[src/rtl/vec_addsub_fifo_if.sv]
`default_nettype none
// ============================================================================
// Module   : vec_addsub_fifo_if
// Brief    : Operand pop / result FIFO bundle for vec_addsub_fifo.
// Revision : 1.0 - initial release
// ============================================================================
interface vec_addsub_fifo_if #(
  parameter int DATA_WIDTH = 32,
  parameter int LANES      = 3,
  parameter int FIFO_DEPTH = 16
);
  localparam int c_CNT_W = $clog2(FIFO_DEPTH) + 1;

  logic signed [DATA_WIDTH-1:0] x   [LANES-1:0];
  logic signed [DATA_WIDTH-1:0] y   [LANES-1:0];
  logic                         op;
  logic                         in_empty;
  logic                         in_rd_en;
  logic signed [DATA_WIDTH-1:0] out [LANES-1:0];
  logic                         ovf;
  logic                         out_empty;
  logic                         out_rd_en;
  logic [c_CNT_W-1:0]           out_count;

  // Drives operands and pops results.
  modport master (
    output x, y, op, in_empty, out_rd_en,
    input  in_rd_en, out, ovf, out_empty, out_count
  );

  // The add/sub stage itself.
  modport slave (
    input  x, y, op, in_empty, out_rd_en,
    output in_rd_en, out, ovf, out_empty, out_count
  );
endinterface
`default_nettype wire

[src/rtl/vec_addsub_fifo.sv]
`default_nettype none
// ============================================================================
// Module   : vec_addsub_fifo
// Brief    : Lane-wise signed add/sub, 2-stage pipeline into an FWFT FIFO.
//            Define VEC_ADDSUB_SAT_EN to saturate overflowing lanes.
// Revision : 1.0 - initial release
// ============================================================================
module vec_addsub_fifo #(
  parameter int DATA_WIDTH = 32,
  parameter int LANES      = 3,
  parameter int FIFO_DEPTH = 16
) (
  input  logic              clock,
  input  logic              reset,
  vec_addsub_fifo_if.slave  bus
);
  localparam int c_ADDR_W = $clog2(FIFO_DEPTH);
  localparam int c_PTR_W  = c_ADDR_W + 1;
  localparam logic [c_PTR_W:0] c_DEPTH = (c_PTR_W + 1)'(FIFO_DEPTH);

  typedef logic signed [DATA_WIDTH-1:0] lane_t;

`ifdef VEC_ADDSUB_SAT_EN
  localparam lane_t c_MAX = {1'b0, {(DATA_WIDTH-1){1'b1}}};
  localparam lane_t c_MIN = {1'b1, {(DATA_WIDTH-1){1'b0}}};
`endif

  lane_t                 res_d [LANES];
  lane_t                 res_q [LANES];
  logic                  ovf_d, ovf_q;
  logic                  valid_d, valid_q;
  logic [c_PTR_W-1:0]    wr_ptr_d, wr_ptr_q;
  logic [c_PTR_W-1:0]    rd_ptr_d, rd_ptr_q;

  lane_t                 mem_res [FIFO_DEPTH][LANES];
  logic                  mem_ovf [FIFO_DEPTH];

  logic [DATA_WIDTH:0]   w_sum      [LANES];
  logic                  w_lane_ovf [LANES];
  logic [c_PTR_W-1:0]    w_count;
  logic [c_PTR_W:0]      w_credits;
  logic                  w_empty;
  logic                  w_issue;
  logic                  w_pop;
  logic [c_ADDR_W-1:0]   w_rd_addr;
  logic [c_ADDR_W-1:0]   w_wr_addr;

  // Stage 0: one extra bit of headroom exposes signed overflow.
  always_comb begin
    ovf_d = 1'b0;
    for (int i = 0; i < LANES; i++) begin
      if (bus.op)
        w_sum[i] = {bus.x[i][DATA_WIDTH-1], bus.x[i]} - {bus.y[i][DATA_WIDTH-1], bus.y[i]};
      else
        w_sum[i] = {bus.x[i][DATA_WIDTH-1], bus.x[i]} + {bus.y[i][DATA_WIDTH-1], bus.y[i]};
      w_lane_ovf[i] = w_sum[i][DATA_WIDTH] ^ w_sum[i][DATA_WIDTH-1];
      ovf_d         = ovf_d | w_lane_ovf[i];
`ifdef VEC_ADDSUB_SAT_EN
      if (w_lane_ovf[i])
        res_d[i] = w_sum[i][DATA_WIDTH] ? c_MIN : c_MAX;
      else
        res_d[i] = w_sum[i][DATA_WIDTH-1:0];
`else
      res_d[i] = w_sum[i][DATA_WIDTH-1:0];
`endif
    end
  end

  // Credits count both buffered entries and the stage-1 entry already
  // committed to a slot, so stage 1 never needs backpressure.
  always_comb begin
    w_count   = wr_ptr_q - rd_ptr_q;
    w_empty   = (wr_ptr_q == rd_ptr_q);
    w_credits = {1'b0, w_count} + {{c_PTR_W{1'b0}}, valid_q};
    w_issue   = !reset && !bus.in_empty && (w_credits < c_DEPTH);
    w_pop     = bus.out_rd_en && !w_empty;
    w_rd_addr = rd_ptr_q[c_ADDR_W-1:0];
    w_wr_addr = wr_ptr_q[c_ADDR_W-1:0];
    valid_d   = w_issue;
    wr_ptr_d  = valid_q ? wr_ptr_q + c_PTR_W'(1) : wr_ptr_q;
    rd_ptr_d  = w_pop   ? rd_ptr_q + c_PTR_W'(1) : rd_ptr_q;
  end

  always_comb begin
    for (int i = 0; i < LANES; i++)
      bus.out[i] = w_empty ? lane_t'(0) : mem_res[w_rd_addr][i];
    bus.ovf       = !w_empty && mem_ovf[w_rd_addr];
    bus.out_empty = w_empty;
    bus.out_count = w_count;
    bus.in_rd_en  = w_issue;
  end

  always_ff @(posedge clock) begin
    if (reset) begin
      valid_q  <= 1'b0;
      wr_ptr_q <= '0;
      rd_ptr_q <= '0;
    end else begin
      valid_q  <= valid_d;
      wr_ptr_q <= wr_ptr_d;
      rd_ptr_q <= rd_ptr_d;
    end
  end

  // Payload storage needs no reset: empty pointers mask every stale slot.
  always_ff @(posedge clock) begin
    ovf_q <= ovf_d;
    for (int i = 0; i < LANES; i++)
      res_q[i] <= res_d[i];
    if (valid_q) begin
      mem_ovf[w_wr_addr] <= ovf_q;
      for (int i = 0; i < LANES; i++)
        mem_res[w_wr_addr][i] <= res_q[i];
    end
  end
endmodule
`default_nettype wire

[src/flat_wrapper.sv]
// flat-port wrapper written by rule: the top's interface ports become plain ports
module vec_addsub_fifo_flat 
#(
  parameter int DATA_WIDTH = 32,
  parameter int LANES      = 3,
  parameter int FIFO_DEPTH = 16
)
  (clock, reset, bus_x, bus_y, bus_op, bus_in_empty, bus_out_rd_en, bus_in_rd_en, bus_out, bus_ovf, bus_out_empty, bus_out_count);
  vec_addsub_fifo_if #(.DATA_WIDTH(DATA_WIDTH), .LANES(LANES), .FIFO_DEPTH(FIFO_DEPTH)) bus_i ();
  input  logic clock;
  input  logic reset;
  input wire logic [$bits(bus_i.x)-1:0] bus_x;
  input wire logic [$bits(bus_i.y)-1:0] bus_y;
  input wire logic [$bits(bus_i.op)-1:0] bus_op;
  input wire logic [$bits(bus_i.in_empty)-1:0] bus_in_empty;
  input wire logic [$bits(bus_i.out_rd_en)-1:0] bus_out_rd_en;
  output wire logic [$bits(bus_i.in_rd_en)-1:0] bus_in_rd_en;
  output wire logic [$bits(bus_i.out)-1:0] bus_out;
  output wire logic [$bits(bus_i.ovf)-1:0] bus_ovf;
  output wire logic [$bits(bus_i.out_empty)-1:0] bus_out_empty;
  output wire logic [$bits(bus_i.out_count)-1:0] bus_out_count;
  assign bus_i.x = {>>{bus_x}};
  assign bus_i.y = {>>{bus_y}};
  assign bus_i.op = bus_op;
  assign bus_i.in_empty = bus_in_empty;
  assign bus_i.out_rd_en = bus_out_rd_en;
  assign bus_in_rd_en = bus_i.in_rd_en;
  assign bus_out = {>>{bus_i.out}};
  assign bus_ovf = bus_i.ovf;
  assign bus_out_empty = bus_i.out_empty;
  assign bus_out_count = bus_i.out_count;
  vec_addsub_fifo #(.DATA_WIDTH(DATA_WIDTH), .LANES(LANES), .FIFO_DEPTH(FIFO_DEPTH)) u_core (.clock(clock), .reset(reset), .bus(bus_i));
endmodule
[config.mk]
export PLATFORM = sky130hd
export DESIGN_NAME = vec_addsub_fifo_flat
export DESIGN_NICKNAME = d
export VERILOG_FILES = /design/src/rtl/vec_addsub_fifo_if.sv /design/src/rtl/vec_addsub_fifo.sv /design/src/flat_wrapper.sv
export SDC_FILE = /design/constraint.sdc
export NUM_CORES = 1
export LEC_CHECK = 0
export ABC_AREA = 1
export CORE_MARGIN = 1
export CORE_UTILIZATION = 54
export CTS_CLUSTER_SIZE = 16
export DETAILED_ROUTE_END_ITERATION = 12
export PLACE_DENSITY_LB_ADDON = 0.1
export SETUP_SLACK_MARGIN = 0.3
export SYNTH_ARGS = -nofsm -noshare
export SYNTH_HDL_FRONTEND = slang
export SYNTH_SLANG_ARGS = --single-unit
[constraint.sdc]
create_clock -name clock -period 5.61 [get_ports clock]
set_input_delay 0.8415 -clock clock [delete_from_list [all_inputs] [get_ports clock]]
set_output_delay 0.8415 -clock clock [all_outputs]
set_load 0.005 [all_outputs]
### Word-level counts from Yosys, hierarchy flattened

Memories as Yosys holds them, arrays and structs flattened. A register that Yosys moved wholly into a read port is not among the register bits.
Cells that the tools add are included.
W data, S select, Z words.

* add/sub/neg operators: 10
* magnitude comparators: 1
* equality and inequality tests: 1
* multiplexer cells: 12
* bitwise operators: 5
* reduce and logical (&&, ||, !) cells: 7

Operators with widths (count)
* $add A32 B32 Y33: 3
* $mux W33: 3
* $sub A32 B32 Y33: 3
* $mux W32: 3
* $mux W4: 4
* $add A5 B1 Y5 const B: 2
* $add A5 B1 Y6: 1
* $lt A6 B5 Y1 const B: 1
* $eq A5 B5 Y1: 1
* $sub A5 B5 Y5: 1
* $logic_and A1 B1 Y1: 4
* $logic_not A1 Y1: 3
* $xor A1 B1 Y1: 3
* $mux W1: 2
* $or A1 B1 Y1: 2

* register bits after elaboration: 12
* memory bits (writable): 1648
* input bits: 197
* output and inout bits: 104
* word-level logic and storage cells: 43
* memories: 3

Memories
* u_core.mem_res: depth 16, bits a word 96, rd ports 1, clocked after Yosys merged registers in 1, write ports 1, RTL line vec_addsub_fifo.sv:35 `lane_t mem_res [FIFO_DEPTH][LANES];`
* u_core.res_q: depth 3, bits a word 32, rd ports 3, clocked after Yosys merged registers in 0, write ports 3, RTL line vec_addsub_fifo.sv:29 `lane_t res_q [LANES];`
* u_core.mem_ovf: depth 16, bits a word 1, rd ports 1, clocked after Yosys merged registers in 1, write ports 1, RTL line vec_addsub_fifo.sv:36 `logic mem_ovf [FIFO_DEPTH];`

### Logic depth before layout (Yosys ltp)

* depth in word-level cells: 5
* depth in mapped cells: 26
* gate-level depth less buffers: 26

### Worst setup path after synthesis

OpenSTA, ideal clock, no wires.

* path kind: flip-flop to flip-flop
* start: register u_core.wr_ptr_q[1]
* end: register u_core.wr_ptr_q[4]
* setup time: 0.099 ns
* data arrival time: 5.281 ns
* setup slack: 0.230 ns
* cell stages (with the launch flop): 6
* cell sequence: dfxtp_1 ha_1 nand2_1 nor2_1 o21ai_0 a21oi_1

* word-level cells in the longest chain between the ends: 1

RTL lines
* start, declared: RTL line vec_addsub_fifo.sv:32 `logic [c_PTR_W-1:0] wr_ptr_d, wr_ptr_q;`
* start signal, assigned: RTL line vec_addsub_fifo.sv:100 `wr_ptr_q <= wr_ptr_d;`
* $add A5 B1 Y5: RTL line vec_addsub_fifo.sv:80 `wr_ptr_d = valid_q ? wr_ptr_q + c_PTR_W'(1) : wr_ptr_q;`

Every way passes these cells.
A chain may end at the register's enable or synchronous reset.

==> impl_results.md <==
* Most common flop cell mapped by yosys: edfxtp_1
* Longest Clk Path Bufs at 3
* RSZ-0062 raised after global routing: no
* Final wirelength at 194000 µm
* Worst VDD drop at 0.372 mV
* Gpl congestion at 0.934
* Initial antenna violation count at 11
* Residual DRC at 0
* Total Power at 34.9 mW
* Worst EP required at 4.77 ns
* Cts hold-fix bufs at 0
* Crit. End Element: output pin
* Post-route cell area at 81100 µm²
* Cell row count at 132
* Syn avg cell area at 12.1 µm²
* Final setup fails at 0
* Die width at 364 µm
* Root buf cell: clkbuf_16
* R2r startpoint: u_core.wr_ptr_q[1]$_SDFFE_PP0P_
* First-pass GRT wire length at 287000 µm
* Final period util at 0.860
* Status: finished clean
* Synth Instances at 5853
* Largest net degree at the start of global routing at 189
* Post-DP Area at 75700 µm²
* Worst r2r dst: u_core.mem_res[12][67]$_DFFE_PP_
* Total negative slack at 0 ns
* Initial core utilization at 0.546
* GR Overflow Total at 0
* CTS tree: built
* Min-Delay Path Class: flop to flop
* Syn-to-layout area delta at 14.3%
* Die area at 133000 µm²
* Clock Latency Late Sink at 0.78 ns
* Synthesized area at 70900 µm²
* # port buffers at 300
* Gates resized, CTS repair at 0
* GRT Util Overall at 0.290
* Via count at 48329
* Cells on worst reg2reg path at 5
* Post-synth ARST share at 0
* Starting DRT DRC Count at 5788
* Leakage at 27.3 nW
* Flop-to-flop setup slack at 2.74 ns
* Die height at 364 µm
* Synth Warn # at 0
* Core footprint at 130000 µm²
* Nets@finish at 6363
* # Max-Cap Violations at 0
* Sequential area share after synthesis at 0.689
* Post-synthesis net count at 6162
* Critical setup path kind: flop to output pin
* Clk sinks at 1664
* Diodes inserted at 0
* Dpl hpwl at 105000 µm
* Final ANT Viol Nets at 0
* I/O pins at 301
* H-tree depth at 4
* Fin. Hold Viols at 0
* Worst-margin pin slew at 1.23 ns
* Fillers at 10037
* CTS Buf Count at 166
* CP endpoint: bus_out[36]
* Netlist cell types at 50
* 1st-pass router iterations at 6
* DR WL/cell at 24.4 µm
* Vias in the first global route at 45538
* CP Data Arrival Time at 3.98 ns
* Ratio of cells with drive above 1 in the final layout at 0.0628
* Final Slew Violations at 0
* Startpoint Class: flop
* Postcts setup bufs at 0
* EDFF count, synth at 1552
* Pwr Density at 430 nW/µm²
* Min Tclk post-route at 4.82 ns
* Slew Limit Headroom at 0.175
* FF+latch count, synth at 1664
* Largest fanout on the critical path at 98
* Peak Freq at 207 MHz
* Number of vias per cell at 6.09
* CTS clock-pin slew for the worst setup and hold paths at 0.06 ns
* Max Clock Skew at 0.0274 ns
## critical path: stages (launching register included)
cell and delay [ns]:
dfxtp_4 0.82, buf_12 0.44, o21ai_0 0.18, o221ai_1 0.24, o211ai_1 0.12, a21oi_1 0.62, clkdlybuf4s50_1 0.66
## cells in the final DEF (no fill, tap or decap), drive strengths merged
| cell | synthesis | routed |
|---|---|---|
| fa | 4 | 4 |
| clkinvlp | 0 | 1 |
| and3 | 4 | 4 |
| o21bai | 17 | 17 |
| nand2 | 419 | 419 |
| a21o | 10 | 10 |
| nor4 | 18 | 18 |
| edfxtp | 1552 | 1552 |
| o41ai | 2 | 2 |
| o211ai | 112 | 112 |
| a21oi | 235 | 235 |
| and2 | 3 | 3 |
| nand3b | 2 | 2 |
| o31ai | 5 | 5 |
| a21boi | 7 | 7 |
| o221ai | 282 | 282 |
| nor2 | 1011 | 1011 |
| xnor2 | 69 | 69 |
| o21ai | 822 | 822 |
| clkbuf | 214 | 237 |
| dfxtp | 112 | 112 |
| or2 | 4 | 4 |
| ha | 108 | 108 |
| clkinv | 0 | 53 |
| clkdlybuf4s50 | 0 | 299 |
| bufinv | 0 | 10 |
| buf | 127 | 75 |
| o21a | 2 | 2 |
| xor2 | 110 | 110 |
| inv | 268 | 273 |
| o22ai | 106 | 106 |
| nand3 | 165 | 165 |
| nand4 | 17 | 17 |
| nor3 | 28 | 28 |
| a31oi | 18 | 18 |
## per-layer routing
metal / up-vias / global-route usage / routed length, µm / part of all wire
li1: 22000 / - / - / -
met1: 23799 / 0.432 / 83600 / 0.43
met2: 2269 / 0.446 / 87800 / 0.45
met3: 255 / 0.0477 / 18700 / 0.097
met4: 6 / 0.0732 / 3740 / 0.019
met5: - / 0 / 34 / 0.00018
## report_power, final
| part | internal, mW | switching [mW] |
|---|---|---|
| registers | 15.1 | 1.17 |
| clock network | 6.36 | 4.53 |
| logic | 2.68 | 5.04 |
| total | 24.1 | 10.7 |
## Yosys cell counts (3+ instances only)
cell	count	area (µm²)
edfxtp_1	1552	46600
nor2_1	1002	3760
o21ai_0	795	3980
nand2_1	409	1540
o221ai_1	282	2470
inv_1	261	980
a21oi_1	225	1130
clkbuf_1	182	683
nand3_1	165	826
dfxtp_1	112	2240
o211ai_1	112	841
xor2_1	110	963
ha_1	108	1350
o22ai_1	106	663
buf_2	92	460
xnor2_1	69	604
clkbuf_2	32	160
nor3_1	25	125
a31oi_1	18	113
nor4_1	18	113
buf_4	17	128
o21ai_1	17	85.1
nand4_1	16	100
o21bai_1	16	120
buf_1	11	41.3
a21o_1	10	75.1
nand2_2	10	62.6
o21ai_2	10	87.6
a21oi_2	8	70.1
a21boi_0	7	52.6
buf_6	7	78.8
inv_2	7	26.3
nor2_2	7	43.8
and3_1	4	25.0
fa_1	4	80.1
o31ai_1	4	30.0
and2_4	3	26.3
## cells by family (layout without fill, tap and decap cells)
family | after synthesis | count (layout) | synth area share
AND/OR/NAND/NOR | 1671 | 1671 | 0.0949
adder cells (fa/ha/maj) | 112 | 112 | 0.0202
AO/OA/AOI/OAI | 1618 | 1618 | 0.138
XOR/XNOR | 179 | 179 | 0.0221
buffers and inverters | 609 | 948 | 0.0361
flip-flops | 1664 | 1664 | 0.689
## flip-flops by register name, summed over array words and instances, names as in the netlist, named ones only
signal           flops
u_core.valid_q       1
u_core.wr_ptr_q      5
u_core.rd_ptr_q      5
u_core.ovf_q         1
u_core.res_q        96
u_core.mem_ovf      16
u_core.mem_res    1536
## through the flow
stage          instances  worst slack (ns)  utilization  hold WS, ns
2_1_floorplan       5853             0.295            -        0.442
3_3_place_gp        7628              1.04        0.583        0.459
3_5_place_dp        7628              1.08        0.583        0.489
4_1_cts             7934             0.744        0.624        0.502
5_1_grt             7934             0.624        0.624        0.515
6_report            7934             0.785        0.624        0.506
## worst min path at each step
stage | cells past startpoint | endpoint | slack (ns) | start
floorplan | 1 | u_core.wr_ptr_q[4]$_SDFFE_PP0P_ | 0.44 | u_core.wr_ptr_q[4]$_SDFFE_PP0P_
global placement | 1 | u_core.wr_ptr_q[4]$_SDFFE_PP0P_ | 0.46 | u_core.wr_ptr_q[4]$_SDFFE_PP0P_
detailed placement | 1 | u_core.wr_ptr_q[4]$_SDFFE_PP0P_ | 0.49 | u_core.wr_ptr_q[4]$_SDFFE_PP0P_
CTS | 1 | u_core.wr_ptr_q[4]$_SDFFE_PP0P_ | 0.50 | u_core.wr_ptr_q[4]$_SDFFE_PP0P_
global route | 1 | u_core.wr_ptr_q[4]$_SDFFE_PP0P_ | 0.52 | u_core.wr_ptr_q[4]$_SDFFE_PP0P_
finish | 1 | u_core.wr_ptr_q[4]$_SDFFE_PP0P_ | 0.51 | u_core.wr_ptr_q[4]$_SDFFE_PP0P_
## layout make-up
cell class              count  area (µm²)  area share
well taps                1742        2180      0.0269
flip-flops and latches   1664       48900       0.603
inverters                 268        1030      0.0127
repair buffers            374        3990      0.0492
multi-input cells        3580       19700       0.243
clock inverters            69         593     0.00731
clock buffers             237        4760      0.0587
Note: power is estimated with default switching activity, not from simulation.
